--- config.mk ---
export PLATFORM = sky130hd
export DESIGN_NAME = formula_loader_flat
export DESIGN_NICKNAME = d
export VERILOG_FILES = /design/src/rtl/formula_loader_if.sv /design/src/rtl/formula_loader.sv /design/src/flat_wrapper.sv
export SDC_FILE = /design/constraint.sdc
export NUM_CORES = 1
export LEC_CHECK = 0
export ABC_AREA = 0
export CAP_MARGIN = 20
export CELL_PAD_IN_SITES_DETAIL_PLACEMENT = 0
export CELL_PAD_IN_SITES_GLOBAL_PLACEMENT = 1
export CORE_MARGIN = 2
export CORE_UTILIZATION = 39
export DETAILED_ROUTE_END_ITERATION = 10
export MAX_ROUTING_LAYER = met4
export PLACE_DENSITY_LB_ADDON = 0.1
export SLEW_MARGIN = 20
export SYNTH_ARGS = -nofsm -noshare
export SYNTH_HDL_FRONTEND = slang
export SYNTH_SLANG_ARGS = --single-unit
--- constraint.sdc ---
create_clock -name clk -period 2.3 [get_ports clk]
set_clock_uncertainty 0.05 [all_clocks]
set_input_delay 0.46 -clock clk [delete_from_list [all_inputs] [get_ports clk]]
set_output_delay 0.46 -clock clk [all_outputs]
set_load 0.005 [all_outputs]
--- src/rtl/formula_loader_if.sv ---
// Handshake bundle between the literal-token source, the formula loader and the formula consumer.
`timescale 1ns/1ps
interface formula_loader_if #(
    parameter int unsigned NUM_CLAUSES  = 5,
    parameter int unsigned NUM_LITERALS = 3,
    parameter int unsigned LIT_W        = $clog2(NUM_LITERALS + 1),
    parameter int unsigned CLS_W        = $clog2(NUM_CLAUSES),
    parameter int unsigned FM_W         = NUM_CLAUSES * (NUM_LITERALS * (LIT_W + 1) + LIT_W) + CLS_W
);
    logic             in_valid;
    logic             in_ready;
    logic [LIT_W-1:0] in_num;
    logic             in_val;
    logic             in_eoc;
    logic             in_eof;
    logic [FM_W-1:0]  fm_data;
    logic             fm_valid;
    logic             fm_ready;
    logic             err;

    modport master (
        output in_valid, in_num, in_val, in_eoc, in_eof, fm_ready,
        input  in_ready, fm_data, fm_valid, err
    );

    modport slave (
        input  in_valid, in_num, in_val, in_eoc, in_eof, fm_ready,
        output in_ready, fm_data, fm_valid, err
    );
endinterface

--- src/rtl/formula_loader.sv ---
// Builds a packed SAT formula (clauses[0] in the MSBs, formula len in the LSBs) from a stream
// of literal tokens; malformed streams are flagged on err and dropped up to their eof token.
`timescale 1ns/1ps
module formula_loader #(
    parameter int unsigned NUM_CLAUSES  = 5,
    parameter int unsigned NUM_LITERALS = 3,
    parameter int unsigned LIT_W        = $clog2(NUM_LITERALS + 1),
    parameter int unsigned CLS_W        = $clog2(NUM_CLAUSES)
) (
    input  logic             clk,
    input  logic             rst_n,
    formula_loader_if.slave  bus
);
    localparam int unsigned LIT_BITS = LIT_W + 1;
    localparam int unsigned CLAUSE_W = NUM_LITERALS * LIT_BITS + LIT_W;
    localparam int unsigned FM_W     = NUM_CLAUSES * CLAUSE_W + CLS_W;

    typedef enum logic [1:0] {StCollect, StDone, StErr} state_e;

    state_e              state_q;
    logic [LIT_BITS-1:0] lits_q [NUM_CLAUSES][NUM_LITERALS];
    logic [LIT_W-1:0]    clen_q [NUM_CLAUSES];
    logic [CLS_W-1:0]    flen_q;
    logic [LIT_W-1:0]    lidx_q;
    logic [CLS_W-1:0]    cidx_q;
    logic                fm_valid_q;
    logic                err_q;
    logic                err_once_q;

    logic accept, bad, end_cls, wr_en, clear;

    assign bus.in_ready = (state_q != StDone);
    assign bus.fm_valid = fm_valid_q;
    assign bus.err      = err_q;

    always_comb begin
        accept  = bus.in_valid && bus.in_ready;
        end_cls = bus.in_eoc || bus.in_eof;
        bad     = (bus.in_num == '0) || (bus.in_num > LIT_W'(NUM_LITERALS)) ||
                  (lidx_q == LIT_W'(NUM_LITERALS - 1) && !end_cls) ||
                  (cidx_q == CLS_W'(NUM_CLAUSES - 1) && bus.in_eoc && !bus.in_eof);
        wr_en   = (state_q == StCollect) && accept && !bad;
        // Storage is wiped on an error, on formula hand-off and when a discard ends.
        clear   = ((state_q == StCollect) && accept && bad) ||
                  ((state_q == StDone) && bus.fm_ready) ||
                  ((state_q == StErr) && (err_once_q || (accept && bus.in_eof)));
    end

    always_comb begin
        bus.fm_data = '0;
        for (int c = 0; c < int'(NUM_CLAUSES); c++) begin
            for (int l = 0; l < int'(NUM_LITERALS); l++) begin
                bus.fm_data[FM_W - 1 - c * CLAUSE_W - l * LIT_BITS -: LIT_BITS] = lits_q[c][l];
            end
            bus.fm_data[FM_W - 1 - c * CLAUSE_W - NUM_LITERALS * LIT_BITS -: LIT_W] = clen_q[c];
        end
        bus.fm_data[CLS_W-1:0] = flen_q;
    end

    always_ff @(posedge clk or negedge rst_n) begin
        if (!rst_n) begin
            state_q    <= StCollect;
            lidx_q     <= '0;
            cidx_q     <= '0;
            flen_q     <= '0;
            fm_valid_q <= 1'b0;
            err_q      <= 1'b0;
            err_once_q <= 1'b0;
            for (int c = 0; c < int'(NUM_CLAUSES); c++) begin
                clen_q[c] <= '0;
                for (int l = 0; l < int'(NUM_LITERALS); l++) lits_q[c][l] <= '0;
            end
        end else begin
            if (clear) begin
                lidx_q <= '0;
                cidx_q <= '0;
                flen_q <= '0;
                for (int c = 0; c < int'(NUM_CLAUSES); c++) begin
                    clen_q[c] <= '0;
                    for (int l = 0; l < int'(NUM_LITERALS); l++) lits_q[c][l] <= '0;
                end
            end else if (wr_en) begin
                lits_q[cidx_q][lidx_q] <= {bus.in_num, bus.in_val};
                if (end_cls) begin
                    clen_q[cidx_q] <= lidx_q + 1'b1;
                    lidx_q         <= '0;
                    cidx_q         <= cidx_q + 1'b1;
                end else begin
                    lidx_q <= lidx_q + 1'b1;
                end
                if (bus.in_eof) flen_q <= cidx_q + 1'b1;
            end

            unique case (state_q)
                StCollect: begin
                    if (accept && bad) begin
                        state_q    <= StErr;
                        err_q      <= 1'b1;
                        err_once_q <= bus.in_eof;
                    end else if (accept && bus.in_eof) begin
                        state_q    <= StDone;
                        fm_valid_q <= 1'b1;
                    end
                end
                StDone: begin
                    if (bus.fm_ready) begin
                        state_q    <= StCollect;
                        fm_valid_q <= 1'b0;
                    end
                end
                StErr: begin
                    if (err_once_q || (accept && bus.in_eof)) begin
                        state_q    <= StCollect;
                        err_q      <= 1'b0;
                        err_once_q <= 1'b0;
                    end
                end
                default: state_q <= StCollect;
            endcase
        end
    end
endmodule

--- src/flat_wrapper.sv ---
// flat-port wrapper written by rule: the top's interface ports become plain ports
module formula_loader_flat 
#(
    parameter int unsigned NUM_CLAUSES  = 5,
    parameter int unsigned NUM_LITERALS = 3,
    parameter int unsigned LIT_W        = $clog2(NUM_LITERALS + 1),
    parameter int unsigned CLS_W        = $clog2(NUM_CLAUSES)
)
  (clk, rst_n, bus_in_valid, bus_in_num, bus_in_val, bus_in_eoc, bus_in_eof, bus_fm_ready, bus_in_ready, bus_fm_data, bus_fm_valid, bus_err);
  formula_loader_if #(.NUM_CLAUSES(NUM_CLAUSES), .NUM_LITERALS(NUM_LITERALS), .LIT_W(LIT_W), .CLS_W(CLS_W)) bus_i ();
  input  logic clk;
  input  logic rst_n;
  input wire logic [$bits(bus_i.in_valid)-1:0] bus_in_valid;
  input wire logic [$bits(bus_i.in_num)-1:0] bus_in_num;
  input wire logic [$bits(bus_i.in_val)-1:0] bus_in_val;
  input wire logic [$bits(bus_i.in_eoc)-1:0] bus_in_eoc;
  input wire logic [$bits(bus_i.in_eof)-1:0] bus_in_eof;
  input wire logic [$bits(bus_i.fm_ready)-1:0] bus_fm_ready;
  output wire logic [$bits(bus_i.in_ready)-1:0] bus_in_ready;
  output wire logic [$bits(bus_i.fm_data)-1:0] bus_fm_data;
  output wire logic [$bits(bus_i.fm_valid)-1:0] bus_fm_valid;
  output wire logic [$bits(bus_i.err)-1:0] bus_err;
  assign bus_i.in_valid = bus_in_valid;
  assign bus_i.in_num = bus_in_num;
  assign bus_i.in_val = bus_in_val;
  assign bus_i.in_eoc = bus_in_eoc;
  assign bus_i.in_eof = bus_in_eof;
  assign bus_i.fm_ready = bus_fm_ready;
  assign bus_in_ready = bus_i.in_ready;
  assign bus_fm_data = bus_i.fm_data;
  assign bus_fm_valid = bus_i.fm_valid;
  assign bus_err = bus_i.err;
  formula_loader #(.NUM_CLAUSES(NUM_CLAUSES), .NUM_LITERALS(NUM_LITERALS), .LIT_W(LIT_W), .CLS_W(CLS_W)) u_core (.clk(clk), .rst_n(rst_n), .bus(bus_i));
endmodule
After elaboration in Yosys (flattened, before gate mapping)
Cells that the tools add are included.
W data, S select, Z words.
Storage, ports and cells
  register bits after elaboration: 68
  output and inout bits: 61
Operators by class
  muxes and demuxes: 36
  reduce and logical (&&, ||, !) cells: 35
  bitwise gates (word level): 2
  magnitude comparators: 5
  add/subtract/negate cells: 2
  equality and inequality tests: 11
Operators by type and width (count)
  $mux W45: 2
  $bwmux W45: 1
  $mux W10: 3
  $demux W9 S3: 1
  $mux W3: 7
  $mux W2: 8
  $logic_and A1 B1 Y1: 13
  $bwmux W10: 1
  $ne A2 B2 Y1 const B: 5
  $reduce_bool A2 Y1: 5
  $mux W9: 1
  $logic_or A1 B1 Y1: 7
  $demux W2 S3: 1
  $demux W3 S2: 1
  $mux W1: 6
  $pmux W1 S2: 3
  $pmux W2 S3: 1
  $reduce_and A3 Y1: 2
  $eq A2 B2 Y1 const B: 2
  $ge A4 B4 Y1 const B: 1
  $logic_not A2 Y1: 2
  $lt A4 B1 Y1 const B: 1
  $not A3 Y4: 1
  $reduce_and A2 Y1: 2
  other kinds (12): 14

Logic depth before layout (Yosys ltp)
  depth after elaboration: 10
  mapped depth: 9
  gate-level depth less buffers: 6

Least setup slack after synthesis
OpenSTA, ideal clock, no wires.
  path kind: register -> register
  start: register u_core.cidx_q[1]
  end: register u_core.lits_q, in the netlist u_core.bus.fm_data[31]
  required time: 2.173 ns
  stages on the path, launching flop included: 10
  arrival time: 1.881 ns
  path slack: 0.292 ns
  clock period less this slack: 2.008 ns
  path buffers: 3
  path through: dfrtp_1 clkbuf_1 inv_1 ha_1 nand4b_1 and3_1 clkbuf_1 buf_2 nand3_1 a21oi_1
Between the ends
  cells in the longest elaborated chain, start to end: 8
RTL lines
  start: declaration: line formula_loader.sv:25  | logic [CLS_W-1:0] cidx_q;
  start signal: assignment: line formula_loader.sv:87  | cidx_q <= cidx_q + 1'b1;
  $not A3 Y4 (not written as such) or $eq A3 B3 Y1 (tied branches): line formula_loader.sv:83, formula_loader.sv:41
  $ge A4 B4 Y1 (not written as such) (tied with other cells): line formula_loader.sv:83  | lits_q[cidx_q][lidx_q] <= {bus.in_num, bus.in_val};
  $logic_and A1 B1 Y1 (on tied branches): line formula_loader.sv:83, formula_loader.sv:41
  $mux W9 (not written as such) or $logic_or A1 B1 Y1 (tied branches): line formula_loader.sv:83, formula_loader.sv:40
  $demux W9 S3 or $logic_and A1 B1 Y1 (tied branches): line formula_loader.sv:83, formula_loader.sv:44
  $bwmux W45 or $logic_or A1 B1 Y1 (tied branches): line formula_loader.sv:83, formula_loader.sv:44
  $mux W45 or $logic_or A1 B1 Y1 (tied branches): line formula_loader.sv:82, formula_loader.sv:45
  $mux W45 or $reduce_bool A2 Y1 (tied branches)
  end signal: indexed assignment: line formula_loader.sv:83
  end: declaration: line formula_loader.sv:21  | logic [LIT_BITS-1:0] lits_q [NUM_CLAUSES][NUM_LITERALS];
Parallel ways exist; a longest one is shown, timed or not. The select of a mux whose other input is x is not followed.
A chain may end at the register's enable or synchronous reset.

Worst setup path in the final report
  start: register u_core.lidx_q[0]
  end: register u_core.flen_q[2]
Between the ends
  cells in the longest elaborated chain, start to end: 9
RTL lines
  start: declaration: line formula_loader.sv:24  | logic [LIT_W-1:0] lidx_q;
  start signal: assignment: line formula_loader.sv:89  | lidx_q <= lidx_q + 1'b1;
  $eq A2 B2 Y1 *: line formula_loader.sv:40  | (lidx_q == LIT_W'(NUM_LITERALS - 1) && !end_cls) ||
  $logic_and A1 B1 Y1 *: line formula_loader.sv:40
  $logic_or A1 B1 Y1 *: line formula_loader.sv:39  | bad = (bus.in_num == '0) || (bus.in_num > LIT_W'(NUM_LITERALS)) ||
  $logic_or A1 B1 Y1 *: line formula_loader.sv:40
  $logic_and A1 B1 Y1: line formula_loader.sv:44  | clear = ((state_q == StCollect) && accept && bad) ||
  $logic_or A1 B1 Y1: line formula_loader.sv:44
  $logic_or A1 B1 Y1: line formula_loader.sv:45  | ((state_q == StDone) && bus.fm_ready) ||
  $reduce_bool A2 Y1 (no source line)
  $reduce_and A2 Y1 (no source line)
  end signal: assignment: line formula_loader.sv:91  | if (bus.in_eof) flen_q <= cidx_q + 1'b1;
  end: declaration: line formula_loader.sv:23  | logic [CLS_W-1:0] flen_q;
Every way passes the cells marked *; elsewhere a longest branch is shown, timed or not.

==> flow_summary.toml <==
[routing]
ant_nets = 0
dr.pass1.iters = 4
routed_wl_um = 9180
wl_per_cell_um = 16.8
via_per_inst = 5.50
vias = 3011
drcViolationCount = 0
drt_iter0_drc = 156

[floorplanning]
core_um2 = 8260
die_w_um = 96.6
dieHeight_um = 96.6
initial_utilization_pct = 40.5
ios = 70
fp-row-count = 33
die_area_um2 = 9340

[timing]
setup_viol_count_final = 0
fmax_mhz = 474
slew_headroom_pct = 72.3
worst_pin_slew_ns = 0.414
rsz0062_at_grt = "no"
finalSetupTns_ns = 0
fin_crit_ns = 2.11
period_share_pct = 91.7
hold_viol = 0
slew_violations = 0

[clock_tree]
cts_resized = 0
cts_tree = "done"
htreeDepth = 3
post-cts-setup-buffer-count = 0
cts_buffers = 9
clkTransAtPathRegs_ns = 0.08
holdBufCountCts = 0
clock_latency_ns = 0.34
clockRootBuffer = "clkbuf_8"
clock_path_buffers = 2
cts.sinks = 68

[worst_hold_path]
hold_class = "input pin to async pin"

[grt]
antenna_found_initial = 0
grt_pass1_wl_um = 15600
gr-total-overflow = 0
grt.total_usage_pct = 21.1
grt_pass1_vias = 3035
grt_max_degree = 69

[flow_run]
cap_viol_max_count = 0

[synth]
yosys.area_share.adder_pct = 1.87
yosysWarnings = 0
async_reset_ff_share_pct = 100
ys_seq_area_share_pct = 50.8
synth_xor_area_share_pct = 0.262
ys_ff_latch = 68
synth_top_family_by_area = "compound AO/OA/AOI/OAI gates"
synth_nets = 368
synthCells = 354
synthMuxAreaShare_pct = 0
synth_compound_area_share_pct = 23.4
synthSimpleGateAreaFrac_pct = 18.1
syn_avg_cell_area_um2 = 9.45
synth_area_um2 = 3350
synth_ff_type = "dfrtp_1"
synth_cell_types = 46
synth_edf_count = 0

[layout]
area_growth_pct = 36.5
seq_area_um2 = 1700
final_nets = 451
drive_gt1_share_pct = 15.4
diodes = 0
fin_util_pct = 55.3
multi_input_area_um2 = 1460
nFillCells = 768

[placed_design]
globalplace.congestion = 0.834
dp_hpwl_um = 6050
port_buffers = 69

[status]
outcome = "completed"

[worst_setup_path]
cp-end-kind = "register"
worst_setup_path_start_kind = "register"
cp.arrival_ns = 2.27
cp.required_ns = 2.46
cp_max_fo = 48
worst-setup-path-type = "register to register"

[pwr]
power-per-cell-area_nw_per_um2 = 922
total_leakage_power_uw = 0.00186
vdd_ir_drop_max_mv = 0.484
[layout by cell type, fill, tap and decap left out, types with 7 or more instances in the layout]
master,Yosys,routed
clkdlybuf4s50_1,0,68
dfrtp_1,68,68
nand3_1,54,54
a21oi_1,50,50
o21ai_0,48,48
buf_4,2,28
nand2_1,10,10
clkbuf_8,0,9
nor2_1,8,8
nor3_1,7,7
a31o_2,7,7
buf_12,0,7
[kinds of logic (layout without fill, tap and decap cells)]
group,Yosys count,count (layout)
AO/OA/AOI/OAI,134,134
buffers and inverters,37,125
flip-flops,68,68
XOR/XNOR,1,1
AND/OR/NAND/NOR,109,109
adder cells (fa/ha/maj),5,5
[through the flow]
| stage | power, µW | hold WS [ns] | area (µm²) | setup slack (ns) | cells |
|---|---|---|---|---|---|
| floorplan | 2360 | 0.114 | 3350 | 0.292 | 354 |
| global placement | 3130 | 0.427 | 4350 | 0.0405 | 531 |
| detailed placement | 3140 | 0.430 | 4350 | 0.0354 | 531 |
| CTS | 4260 | 0.0846 | 4570 | 0.206 | 547 |
| global route | 4480 | 0.0995 | 4570 | 0.0942 | 547 |
| finish | 4210 | 0.0700 | 4570 | 0.192 | 547 |
[report_power, final]
part | switching (µW) | total (µW) | internal (µW)
registers | 149 | 1560 | 1410
clock network | 492 | 1110 | 616
logic | 796 | 1550 | 751
[worst max-delay path: stages (launching register included)]
cell and delay (ns):
dfrtp_1 0.43, inv_1 0.13, ha_1 0.22, or3b_1 0.40, and3_1 0.23, o21ai_2 0.18
buf_12 0.25, a211oi_1 0.07
[flip-flops by register name, indices dropped and copies added, names as in the netlist]
register and count:
u_core.bus.err 1, u_core.bus.fm_data 55, u_core.bus.fm_valid 1, u_core.cidx_q 3
u_core.err_once_q 1, u_core.flen_q 3, u_core.lidx_q 2, u_core.state_q 2
[per-layer routing]
layer	up-vias	global-route usage (%)	wire, µm
met1	1467	27.2	4170
met5	-	-	0
li1	1459	-	-
met4	0	6.39	55
met2	77	34.4	4560
met3	8	3.32	387
[cell usage after synthesis, types with 3 or more instances]
| master | n | area (µm²) |
|---|---|---|
| a21boi_0 | 4 | 30.0 |
| a21oi_1 | 50 | 250 |
| a31o_2 | 7 | 61.3 |
| a32o_1 | 5 | 50.1 |
| and3_1 | 4 | 25.0 |
| buf_2 | 11 | 55.1 |
| buf_6 | 3 | 33.8 |
| clkbuf_1 | 14 | 52.6 |
| dfrtp_1 | 68 | 1700 |
| ha_1 | 5 | 62.6 |
| inv_1 | 5 | 18.8 |
| nand2_1 | 10 | 37.5 |
| nand2b_1 | 4 | 25.0 |
| nand3_1 | 54 | 270 |
| nor2_1 | 8 | 30.0 |
| nor3_1 | 7 | 35.0 |
| nor3_2 | 4 | 40.0 |
| o21a_1 | 3 | 22.5 |
| o21ai_0 | 48 | 240 |
| o21ai_1 | 6 | 30.0 |
| or3_1 | 4 | 25.0 |
[final timing paths]
path,start,to,slack [ns],cells past startpoint
worst min-delay path,rst_n,u_core.bus.fm_data[12],0.07,2
worst max-delay path,u_core.lidx_q[0],u_core.flen_q[2],0.19,7
worst max register to register,u_core.lidx_q[0],u_core.flen_q[2],0.19,7
min in group clk,u_core.bus.fm_valid,u_core.bus.fm_valid,0.44,1
max in group asynchronous,rst_n,u_core.lidx_q[0],1.83,2
worst min register to register,u_core.bus.fm_valid,u_core.bus.fm_valid,0.44,1
[area by class of cell]
class / instances / area share (%)
clock buffers: 9 / 2.71
repair buffers: 104 / 22.7
flip-flops and latches: 68 / 37.2
inverters: 5 / 0.411
well taps: 105 / 2.88
multi-input cells: 249 / 32.0
clock inverters: 7 / 2.14
No activity file was read; power rests on OpenSTA's default activity.
